`src/rtl/fetch_unit_pkg.sv`:
```
// Shared processor package for the fetch stage: RUN/HALTED encoding, default
// instruction width and reset PC, and the PC increment helper.
package fetch_unit_pkg;

   typedef enum logic [0:0] {
      RUN    = 1'b0,
      HALTED = 1'b1
   } fetch_state_e;

   localparam int          ROM_WIDTH_DEFAULT = 21;
   localparam logic [15:0] RESET_PC_DEFAULT  = 16'h0000;

   // PC advance wraps silently at 16'hFFFF
   function automatic logic [15:0] pc_incr(input logic [15:0] pc);
      return pc + 16'd1;
   endfunction

endpackage

```
`src/rtl/fetch_ctrl.sv`:
```
// RUN/HALTED controller for fetch_unit. With FETCH_BKPT_EN defined, a load
// from bkpt_addr while bkpt_en is set also moves the block to HALTED.
module fetch_ctrl
   import fetch_unit_pkg::*;
(
   input  logic        clk,
   input  logic        rst,
   input  logic        halt_req,
   input  logic        resume_req,
`ifdef FETCH_BKPT_EN
   input  logic        load,
   input  logic [15:0] pc,
   input  logic        bkpt_en,
   input  logic [15:0] bkpt_addr,
`endif
   output logic        run,
   output logic        halted
);

   fetch_state_e state_r;
   fetch_state_e state_next_s;
   logic         bkpt_hit_s;

`ifdef FETCH_BKPT_EN
   // Qualified by the load itself so the word at bkpt_addr is still delivered
   assign bkpt_hit_s = load && bkpt_en && (pc == bkpt_addr);
`else
   assign bkpt_hit_s = 1'b0;
`endif

   // State register
   always_ff @(posedge clk) begin
      if (rst) begin
         state_r <= RUN;
      end else begin
         state_r <= state_next_s;
      end
   end

   // Next-state logic; halt_req has priority over resume_req
   always_comb begin
      state_next_s = state_r;
      case (state_r)
         RUN: begin
            if (halt_req || bkpt_hit_s) begin
               state_next_s = HALTED;
            end else begin
               state_next_s = RUN;
            end
         end
         HALTED: begin
            if (halt_req) begin
               state_next_s = HALTED;
            end else if (resume_req) begin
               state_next_s = RUN;
            end else begin
               state_next_s = HALTED;
            end
         end
         default: state_next_s = RUN;
      endcase
   end

   assign run    = (state_r == RUN);
   assign halted = (state_r == HALTED);

endmodule

```
`src/rtl/fetch_unit.sv`:
```
// Instruction fetch stage: PC, program memory addressing and a one-entry
// valid/ready output register. Optional breakpoint via macro FETCH_BKPT_EN.
module fetch_unit
   import fetch_unit_pkg::*;
#(
   parameter int          ROM_WIDTH = ROM_WIDTH_DEFAULT,
   parameter logic [15:0] RESET_PC  = RESET_PC_DEFAULT
) (
   input  logic                 CLK,
   input  logic                 RST,
   output logic [15:0]          ADDR,
   input  logic [ROM_WIDTH-1:0] data,
   output logic [ROM_WIDTH-1:0] instr,
   output logic [15:0]          instr_pc,
   output logic                 instr_valid,
   input  logic                 instr_ready,
   input  logic                 redirect_valid,
   input  logic [15:0]          redirect_addr,
   input  logic                 halt_req,
   input  logic                 resume_req,
`ifdef FETCH_BKPT_EN
   input  logic                 bkpt_en,
   input  logic [15:0]          bkpt_addr,
`endif
   output logic                 halted
);

   logic [15:0]          pc_r;
   logic [ROM_WIDTH-1:0] instr_r;
   logic [15:0]          instr_pc_r;
   logic                 instr_valid_r;
   logic                 run_s;
   logic                 transfer_s;
   logic                 load_s;

   assign transfer_s = instr_valid_r && instr_ready;
   // Refill the output register when it is empty or being drained this cycle
   assign load_s     = run_s && !redirect_valid && (!instr_valid_r || transfer_s);

   fetch_ctrl u_ctrl (
      .clk        (CLK),
      .rst        (RST),
      .halt_req   (halt_req),
      .resume_req (resume_req),
`ifdef FETCH_BKPT_EN
      .load       (load_s),
      .pc         (pc_r),
      .bkpt_en    (bkpt_en),
      .bkpt_addr  (bkpt_addr),
`endif
      .run        (run_s),
      .halted     (halted)
   );

   // PC and output register; a redirect discards the held word even if accepted
   always_ff @(posedge CLK) begin
      if (RST) begin
         pc_r          <= RESET_PC;
         instr_r       <= {ROM_WIDTH{1'b0}};
         instr_pc_r    <= 16'h0000;
         instr_valid_r <= 1'b0;
      end else if (redirect_valid) begin
         pc_r          <= redirect_addr;
         instr_valid_r <= 1'b0;
      end else if (load_s) begin
         instr_r       <= data;
         instr_pc_r    <= pc_r;
         instr_valid_r <= 1'b1;
         pc_r          <= pc_incr(pc_r);
      end else if (transfer_s) begin
         instr_valid_r <= 1'b0;
      end else begin
         instr_valid_r <= instr_valid_r;
      end
   end

   assign ADDR        = pc_r;
   assign instr       = instr_r;
   assign instr_pc    = instr_pc_r;
   assign instr_valid = instr_valid_r;

endmodule

```
`config.mk`:
```
export PLATFORM = sky130hd
export DESIGN_NAME = fetch_unit
export DESIGN_NICKNAME = d
export VERILOG_FILES = /design/src/rtl/fetch_unit_pkg.sv /design/src/rtl/fetch_ctrl.sv /design/src/rtl/fetch_unit.sv
export SDC_FILE = /design/constraint.sdc
export NUM_CORES = 1
export LEC_CHECK = 0
export ABC_AREA = 1
export CAP_MARGIN = 25
export CORE_ASPECT_RATIO = 1.4
export CORE_UTILIZATION = 35
export CTS_BUF_LIST = sky130_fd_sc_hd__clkbuf_4
export DETAILED_ROUTE_END_ITERATION = 10
export GPL_TIMING_DRIVEN = 0
export PLACE_DENSITY_LB_ADDON = 0.1
export SETUP_SLACK_MARGIN = 0.2
export SYNTH_ARGS = -nofsm -noshare
export SYNTH_HDL_FRONTEND = slang
export SYNTH_SLANG_ARGS = --single-unit
```
`constraint.sdc`:
```
create_clock -name CLK -period 1.1 [get_ports CLK]
set_input_delay 0.33 -clock CLK [delete_from_list [all_inputs] [get_ports CLK]]
set_output_delay 0.33 -clock CLK [all_outputs]
set_load 0.05 [all_outputs]
```
==> results.txt <==
Status: finished with violations
Failing checks: negative setup slack
Max Freq: 0.735 GHz
RR Startpoint: u_ctrl.halted$_SDFF_PP0_
Chip Width: 72.6 um
GP Congestion: 0.842
NetSw: 2.04 mW
Worst setup margin: -0.261 ns
Via Count: 2905
Hold crit path type: input pin to register
Vias per inst: 4.92
Initial drt markers: 102
Met3 Use GR: 3.80%
Port-buffer cells: 95
Worst R2R Setup Slack: -0.24 ns
CTS Root Cell: clkbuf_4
Placed instance count: 534
Async SR Flop Fraction: 0%
Worst Hold End: instr_pc[12]$_SDFFE_PP0P_
Worst-Margin Slew: 0.628 ns
Global-route wire length before repair: 13500 um
Tot GR Track Use: 24.0%
Synth Instances: 347
Post-synthesis cell type count: 29
Max FO, Critical Path: 4
H-Tree Depth: 2
Seq/Total Area, Yosys: 45.1%
HPWL Detailed: 5270 um
Crit share post-route: 124%
TNS Setup: -16.01 ns
Critical Path RT: 0.77 ns
Syn nets: 391
Core ar.: 6660 um2
Final Hold Vio Count: 0
Cell row count: 35
Initial Util: 36.7%
Seq pwr share: 38.7%
Drt wl/cell: 15.3 um
Clock power share: 23.0%
FF-to-FF End: ADDR[14]$_SDFFE_PP0P_
Synth Area per Inst: 7.03 um2
I/O pins: 98
Post-synth top cells: nor2_1 (74), dfxtp_1 (55), nand2_1 (52), o21ai_0 (43), inv_1 (36)
Global route total overflow: 0
Busiest grt layer: met2
WS Path Type: register to output pin
CTS Sinks: 55
Fraction of the mapped netlist area in compound gates: 15.5%
Pin count of the biggest net entering global routing: 17
Fin. max-slew vios: 0
Data arrival, critical path: 1.03 ns
Share of the synthesized area in the top cell type: 45.1%
GRT met2 Usage: 45.0%
Register bit total from synthesis: 55
NumNets Final: 541
Fillcell total: 440
Vias in the first global route: 2838
CTS tree: done
Area leader, netlist: dfxtp_1
Worst hold start: RST
Detail Route Antenna Nets: 0
Adder-cell share of the synthesized area: 0.513%
Synth Area in XOR/XNOR: 0.718%
Drt first pass iters: 4
Gate power share: 38.3%
Clk_skew: 0.0101 ns
Mux cell area share after synthesis: 0%
Max Cap Viol: 0
Final Cell Area: 5250 um2
Mapped Area: 2440 um2
Initial antenna violation count: 0
Number of flops mapped to enable cells by yosys: 0
Startpoint type of the worst setup path: register
Synth warn: 0
Share of cells above drive strength 1: 56.8%
PD cells: 1150 nW/um2
Largest family of logic cells by synthesized area: simple AND/OR/NAND/NOR gates
Area grow syn2layout: 115%
Leakage: 2.17 nW
Crit end category: output pin
Total CTS buffers: 5
Min-Delay Path Depth: 2
Count leader, synth: nor2_1
Final setup fails: 108
Die ar.: 7320 um2
RSZ-0062 raised after global routing: yes
Worst reg2reg path depth: 9
Total wire length: 9030 um
Min Tclk post-route: 1.36 ns
Clock Path Buffers: 2
Clock latency on the worst-skew pair: 0.38 ns
Antenna Cells: 0
Post-DP Area: 3750 um2
Clock-pin slew on the worst setup and hold paths: 0.16 ns
Internal power contribution: 4.01 mW
Post-Layout Cell Count: 590
Relative slew slack: 58.1%
Worst VDD drop: 0.000802 V
Synth area leaders: dfxtp_1 (45%), nor2_1 (11%), o21ai_0 (8.8%), nand2_1 (8.0%), inv_1 (5.5%)
Post-Synth Simple-Gate Area: 27.9%
Die Span Y: 101 um
Residual DRC: 0
Sw Ratio: 33.7%
Main synth FF type: dfxtp_1
M1 GR Usage: 26.9%
## state kept, by name (all words and copies together) (netlist names)
signal	flops
ADDR	16
u_ctrl.halted	1
instr	21
instr_pc	16
instr_valid	1
## layout make-up
class	count	area [um2]	area share (%)
multi-input combinational	238	1570	29.9
buffer	18	226	4.32
sequential	55	1230	23.5
timing repair buffer	142	1840	35.1
inverter	37	156	2.98
tap	92	115	2.19
clock buffer	6	45.0	0.859
clock inverter	2	60.1	1.14
## layer usage
metal | share of wire (%) | wire [um]
met1 | 40 | 3600
met2 | 55 | 4970
met4 | 1.4 | 123
met5 | 0 | 0
met3 | 3.7 | 336
## cells by family after synthesis
family	Yosys count
compound gates	72
simple gates	162
flops	55
fa+ha+maj	1
xor+xnor	2
buf+inv	55
## metrics by stage
step	total power [mW]	hold WS (ns)	util (%)	setup WS (ns)
detailed placement	3.87	0.450	56.3	-0.604
floorplan	3.31	0.446	-	-0.145
finish	6.05	0.237	78.8	-0.261
CTS	5.81	0.241	72.0	-0.207
global placement	3.86	0.439	56.3	-0.589
global route	6.30	0.227	78.8	-0.326
## critical path, stage by stage (launching register included)
cell,delay [ns]
dfxtp_4,0.39
buf_12,0.13
buf_12,0.13
## power groups by stage
stage          logic (mW)  registers [mW]  clock network, mW
2_1_floorplan       0.468            2.85                  0
3_3_place_gp         1.54            2.32                  0
3_5_place_dp         1.55            2.32                  0
4_1_cts              2.07            2.32               1.41
5_1_grt              2.44            2.36               1.50
6_report             2.32            2.34               1.39
## worst max path at each step
stage                    startpoint               endpoint  slack (ns)  depth (start not counted)
6_report       ADDR[5]$_SDFFE_PP0P_                ADDR[5]       -0.26                          2
5_1_grt        ADDR[1]$_SDFFE_PP0P_  ADDR[10]$_SDFFE_PP0P_       -0.33                          7
4_1_cts        ADDR[2]$_SDFFE_PP0P_                ADDR[2]       -0.21                          1
3_5_place_dp            instr_ready   ADDR[3]$_SDFFE_PP0P_       -0.60                          9
3_3_place_gp            instr_ready   ADDR[3]$_SDFFE_PP0P_       -0.59                          9
2_1_floorplan  ADDR[1]$_SDFFE_PP0P_  ADDR[10]$_SDFFE_PP0P_       -0.14                          7
## layout by cell type, fill, tap and decap left out, types with 13 or more instances in the layout
master,netlist,final
nor2_4,1,21
buf_8,0,59
dfxtp_4,0,26
o21ai_2,0,25
nor2_2,4,15
nand2_1,52,45
nand3_1,21,16
dfxtp_2,0,29
nor2_1,74,43
clkdlybuf4s50_1,0,39
buf_4,3,27
inv_1,36,33
o21ai_0,43,13
## what timing repair did
item                                    CTS  global route
pin swaps                                19            12
setup buffers                            20            18
hold buffers                              0             0
endpoints found under the setup margin  108           108
cloned                                   10             0
resized for setup                       514            85
Power figures use the tool's default switching activity.
